==> src/rtl/tx_serial_7e1.sv <==
// tx_serial_7e1: asynchronous serial transmitter, 7E1 framing
// (start, 7 data bits LSB-first, even parity, stop).
// One character is sent per rising edge of partida; pronto pulses at frame end.
// Optional build macro TX_SERIAL_TWO_STOP_EN adds a second stop bit (11-bit frame).
//
// state        | code | meaning
// -------------+------+---------------------------------------------------
// INICIAL      | 0000 | idle, line high, waiting for a partida rising edge
// PREPARACAO   | 0001 | latch character into frame, clear counters
// TRANSMISSAO  | 0101 | shift frame out, one bit every M clocks
// FINAL        | 1111 | one-cycle pronto pulse, then back to idle

module tx_serial_7e1 #(
    parameter int M = 5208,
    parameter int N = 13
) (
    input  logic       clock,
    input  logic       reset,
    input  logic       partida,
    input  logic [6:0] dados_ascii,
    output logic       saida_serial,
    output logic       pronto,
    output logic       db_clock,
    output logic       db_tick,
    output logic       db_partida,
    output logic       db_saida_serial,
    output logic [3:0] db_estado
);

`ifdef TX_SERIAL_TWO_STOP_EN
    localparam int FRAME_BITS = 11;
`else
    localparam int FRAME_BITS = 10;
`endif
    localparam logic [3:0]   LAST_BIT = 4'(FRAME_BITS - 1);
    localparam logic [N-1:0] TICK_MAX = N'(M - 1);

    typedef enum logic [3:0] {
        INICIAL     = 4'b0000,
        PREPARACAO  = 4'b0001,
        TRANSMISSAO = 4'b0101,
        FINAL       = 4'b1111
    } estado_t;

    estado_t               estado, estado_next;
    logic                  partida_q;
    logic                  start;
    logic                  tick;
    logic [N-1:0]          tick_cnt;
    logic [3:0]            bit_cnt;
    logic [FRAME_BITS-1:0] frame_q;
    logic [FRAME_BITS-1:0] frame_load;
    logic                  saida_q;

    assign start = partida & ~partida_q;

`ifdef TX_SERIAL_TWO_STOP_EN
    assign frame_load = {2'b11, ^dados_ascii, dados_ascii, 1'b0};
`else
    assign frame_load = {1'b1, ^dados_ascii, dados_ascii, 1'b0};
`endif

    // State register
    always_ff @(posedge clock or negedge reset) begin
        if (!reset) estado <= INICIAL;
        else        estado <= estado_next;
    end

    // Next-state logic; start is only honoured while idle
    always_comb begin
        estado_next = estado;
        case (estado)
            INICIAL:     if (start) estado_next = PREPARACAO;
            PREPARACAO:  estado_next = TRANSMISSAO;
            TRANSMISSAO: if (tick && bit_cnt == LAST_BIT) estado_next = FINAL;
            FINAL:       estado_next = INICIAL;
            default:     estado_next = INICIAL;
        endcase
    end

    // Moore outputs decoded from the state register
    always_comb begin
        pronto    = (estado == FINAL);
        db_estado = estado;
        tick      = (estado == TRANSMISSAO) && (tick_cnt == TICK_MAX);
    end

    // Datapath: edge detector, baud counter, bit counter, shifter and the
    // registered line driver. saida_q tracks the next frame LSB so the line
    // changes exactly on the clock edge that shifts the frame.
    always_ff @(posedge clock or negedge reset) begin
        if (!reset) begin
            partida_q <= 1'b0;
            tick_cnt  <= '0;
            bit_cnt   <= '0;
            frame_q   <= '0;
            saida_q   <= 1'b1;
        end else begin
            partida_q <= partida;
            case (estado)
                PREPARACAO: begin
                    frame_q  <= frame_load;
                    tick_cnt <= '0;
                    bit_cnt  <= '0;
                    saida_q  <= frame_load[0];
                end
                TRANSMISSAO: begin
                    if (tick) begin
                        tick_cnt <= '0;
                        frame_q  <= {1'b1, frame_q[FRAME_BITS-1:1]};
                        bit_cnt  <= bit_cnt + 4'd1;
                        saida_q  <= frame_q[1];
                    end else begin
                        tick_cnt <= tick_cnt + N'(1);
                    end
                end
                default: begin
                    tick_cnt <= '0;
                    saida_q  <= 1'b1;
                end
            endcase
        end
    end

    assign saida_serial    = saida_q;
    assign db_clock        = clock;
    assign db_tick         = tick;
    assign db_partida      = partida;
    assign db_saida_serial = saida_q;

endmodule

==> config.mk <==
export PLATFORM = sky130hd
export DESIGN_NAME = tx_serial_7e1
export DESIGN_NICKNAME = d
export VERILOG_FILES = /design/src/rtl/tx_serial_7e1.sv
export SDC_FILE = /design/constraint.sdc
export NUM_CORES = 1
export LEC_CHECK = 0
export CAP_MARGIN = 20
export CORE_MARGIN = 2
export CORE_UTILIZATION = 55
export DETAILED_ROUTE_END_ITERATION = 16
export GPL_TIMING_DRIVEN = 0
export PLACE_DENSITY_LB_ADDON = 0.05
export SLEW_MARGIN = 40
export SYNTH_ARGS = -nofsm -noshare
export SYNTH_HDL_FRONTEND = slang
export SYNTH_SLANG_ARGS = --single-unit
==> constraint.sdc <==
create_clock -name clock -period 3.8 [get_ports clock]
set_clock_uncertainty 0.1 [all_clocks]
set_input_delay 0.76 -clock clock [delete_from_list [all_inputs] [get_ports clock]]
set_output_delay 0.76 -clock clock [all_outputs]
set_load 0.005 [all_outputs]
==> metrics.yaml <==
cts:
  cts.clk_slew.worst_paths_ps: 90
  cts_tree: "yes"
  post_cts_buffers: 0
  clkLatencyLatePin_ps: 440
  hold_buffers: 0
  cts_resized: 0
placement:
  gp_congestion: 0.810
  dpl.hpwl_um: 2070
  post_dp_cell_area_sq_um: 1750
  port_buffers: 19
yosys:
  synthFlopType: "dfrtp_1"
  avgSynthCellArea_sq_um: 10.0
  yosys.cell_count.top_type: "dfrtp_1"
  synth_cell_types: 34
  ys_seq_area_share_pct: 50.8
  syn-num-nets: 166
  synth_edf_count: 0
  synth_area_sq_um: 1530
  synthTopCellsByArea: "dfrtp_1 (49%), xnor2_1 (5.2%), mux2i_1 (4.6%), nand2_1 (3.7%), o21ai_1 (3.6%)"
  yosysTopAreaCellShare_pct: 49.1
  ys_ff_latch: 31
  synth_top_cells_by_count: "dfrtp_1 (30), nand2_1 (15), o21ai_1 (11), nor2_1 (9), xnor2_1 (9)"
  yosys_warnings: 0
  postSynthCellCount: 153
  synth_area_leader_cell: "dfrtp_1"
  ys_async_sr_fraction_pct: 100
power:
  p_sw_share_pct: 28.8
  power_density_nw_per_um2: 510
  ir_worst_vdd_mv: 0.451
  p_leak_nw: 0.788
  p_sw_w: 0.000271
  clkPwrFrac_pct: 31.9
  p_seq_share_pct: 47.3
  pwr-share-comb_pct: 20.8
  p_int_w: 0.000671
timing:
  setup_viol: 0
  tns_ps: 0
  final_hold_viol_count: 0
  rsz0062_at_grt: "false"
  slew_violations: 0
  relSlewSlack_pct: 54.8
  max_slew.worst_pin.slew_ps: 678
die:
  initial_core_util_pct: 56.5
  rows: 19
  die_width_um: 56.7
  die-height_um: 56.7
  fp.dieArea_sq_um: 3220
  io_pins: 20
  coreArea_sq_um: 2710
cells_and_area:
  fin_area_sq_um: 1850
  fin_util_pct: 68.1
  drive_above_1_share_pct: 10.9
  area_growth_pct: 20.6
  nets: 195
  antenna_cells: 0
detailed_routing:
  wl_per_cell_um: 13.3
  drt_iter0_drc: 30
  vias_per_cell: 5.49
  num_vias: 1174
  wl_um: 2860
  route.detailed.drc: 0
  ant_nets: 0
  drt_first_pass_iters: 5
global_route:
  grt_pass1_wl_um: 5060
  grt_max_degree: 32
  grt_pass1_vias: 1148
  gr-total-overflow: 0
  antenna_found_initial: 0
  track_usage_pct: 20.9
status:
  outcome: "finished, final reports clean"
critical_path:
  critical_path_class: "clock port to primary output"
  worst_ep_arrival_time_ps: 2670
  crit_fanout: 2
  crit_path_start_kind: "clock port"
  cp-end-kind: "primary output"
  timing.rr.start: "tick_cnt[0]"
  cp-startpoint: "clock"
  cp_data_required_time_ps: 2940
worst_hold_path:
  min_path_type: "input pin to asynchronous set/reset pin"
job:
  max-cap-violations: 0
placed cells by master, fill, tap and decap left out:
cell type / netlist / routed
nand3_1: 5 / 5
and3_1: 2 / 2
o21ai_0: 5 / 5
xor2_1: 3 / 3
xnor2_1: 9 / 9
nor2b_1: 1 / 1
and2_1: 1 / 1
nand3_2: 1 / 1
ha_1: 3 / 3
mux2i_1: 7 / 7
clkdlybuf4s50_1: 0 / 18
and4bb_2: 1 / 1
buf_4: 4 / 4
dfrtp_1: 30 / 30
clkbuf_1: 4 / 5
or3_1: 8 / 8
nand2b_1: 3 / 3
a21oi_1: 7 / 7
and4b_1: 1 / 1
clkbuf_8: 0 / 2
o21ai_1: 11 / 11
nor4b_2: 1 / 1
a41oi_1: 1 / 1
clkbuf_4: 0 / 8
nor3b_1: 2 / 2
dfstp_2: 1 / 1
buf_2: 0 / 1
nor2_1: 9 / 9
nand2_1: 15 / 15
nor3_1: 2 / 2
nand4_1: 1 / 1
o211ai_1: 2 / 2
inv_1: 8 / 8
nand3b_1: 1 / 1
or4_4: 1 / 1
a31oi_1: 1 / 1
or2_1: 1 / 1
or4_1: 1 / 1
final timing paths:
path	slack, ps	to	depth (start not counted)
max	270	db_clock	4
min	250	tick_cnt[2]	1
max reg2reg	1670	bit_cnt[3]	6
min reg2reg	390	frame_q[9]	1
max in group asynchronous	2910	partida_q	1
min in group clock	390	frame_q[9]	1
critical path, cell delays in order:
cell and delay, ps:
clkbuf_4 110, clkbuf_4 120, buf_4 120, clkdlybuf4s50_1 430
kinds of logic after synthesis:
kind of cell	count (synthesis)	share of synthesized area, %
AND/OR/NAND/NOR	57	20.9
flip-flops	31	50.8
AO/OA/AOI/OAI	27	9.48
buffers and inverters	16	4.91
XOR/XNOR	12	6.87
multiplexers	7	4.58
adder cells (fa/ha/maj)	3	2.45
routing by layer:
metal	GRT usage [%]	wire, um
met5	0	0
met4	11.0	72
met3	7.60	153
met2	34.2	1420
met1	23.8	1200
stage by stage:
step	cells	worst slack (ps)	hold WS, ps	total power (W)
after floorplan	153	929	335	0.000594
after CTS	214	262	255	0.000959
after global placement	203	513	353	0.000680
after detailed placement	203	513	375	0.000690
final	214	272	245	0.000942
after global routing	214	252	277	0.00100
area by class of cell:
cell class              count  area [sq um]
clock buffers              12           101
plain buffers               8          45.0
inverters                   8          30.0
fillers                   228           865
repair buffers             18           175
flip-flops and latches     31           777
well taps                  31          38.8
multi-input cells         106           678
power groups by stage:
stage                     logic [W]  clock network [W]  registers [W]
after detailed placement   0.000201          0.0000367       0.000452
after global placement     0.000194          0.0000367       0.000449
final                      0.000196           0.000300       0.000446
after floorplan            0.000137          0.0000171       0.000441
after global routing       0.000225           0.000323       0.000455
after CTS                  0.000201           0.000311       0.000447
state kept, by name, summed over array words and instances (netlist names):
register and flops:
frame_q 9, tick_cnt 13, partida_q 1, bit_cnt 4, db_saida_serial 1, db_estado 3
Note: power is estimated with default switching activity, not from simulation.
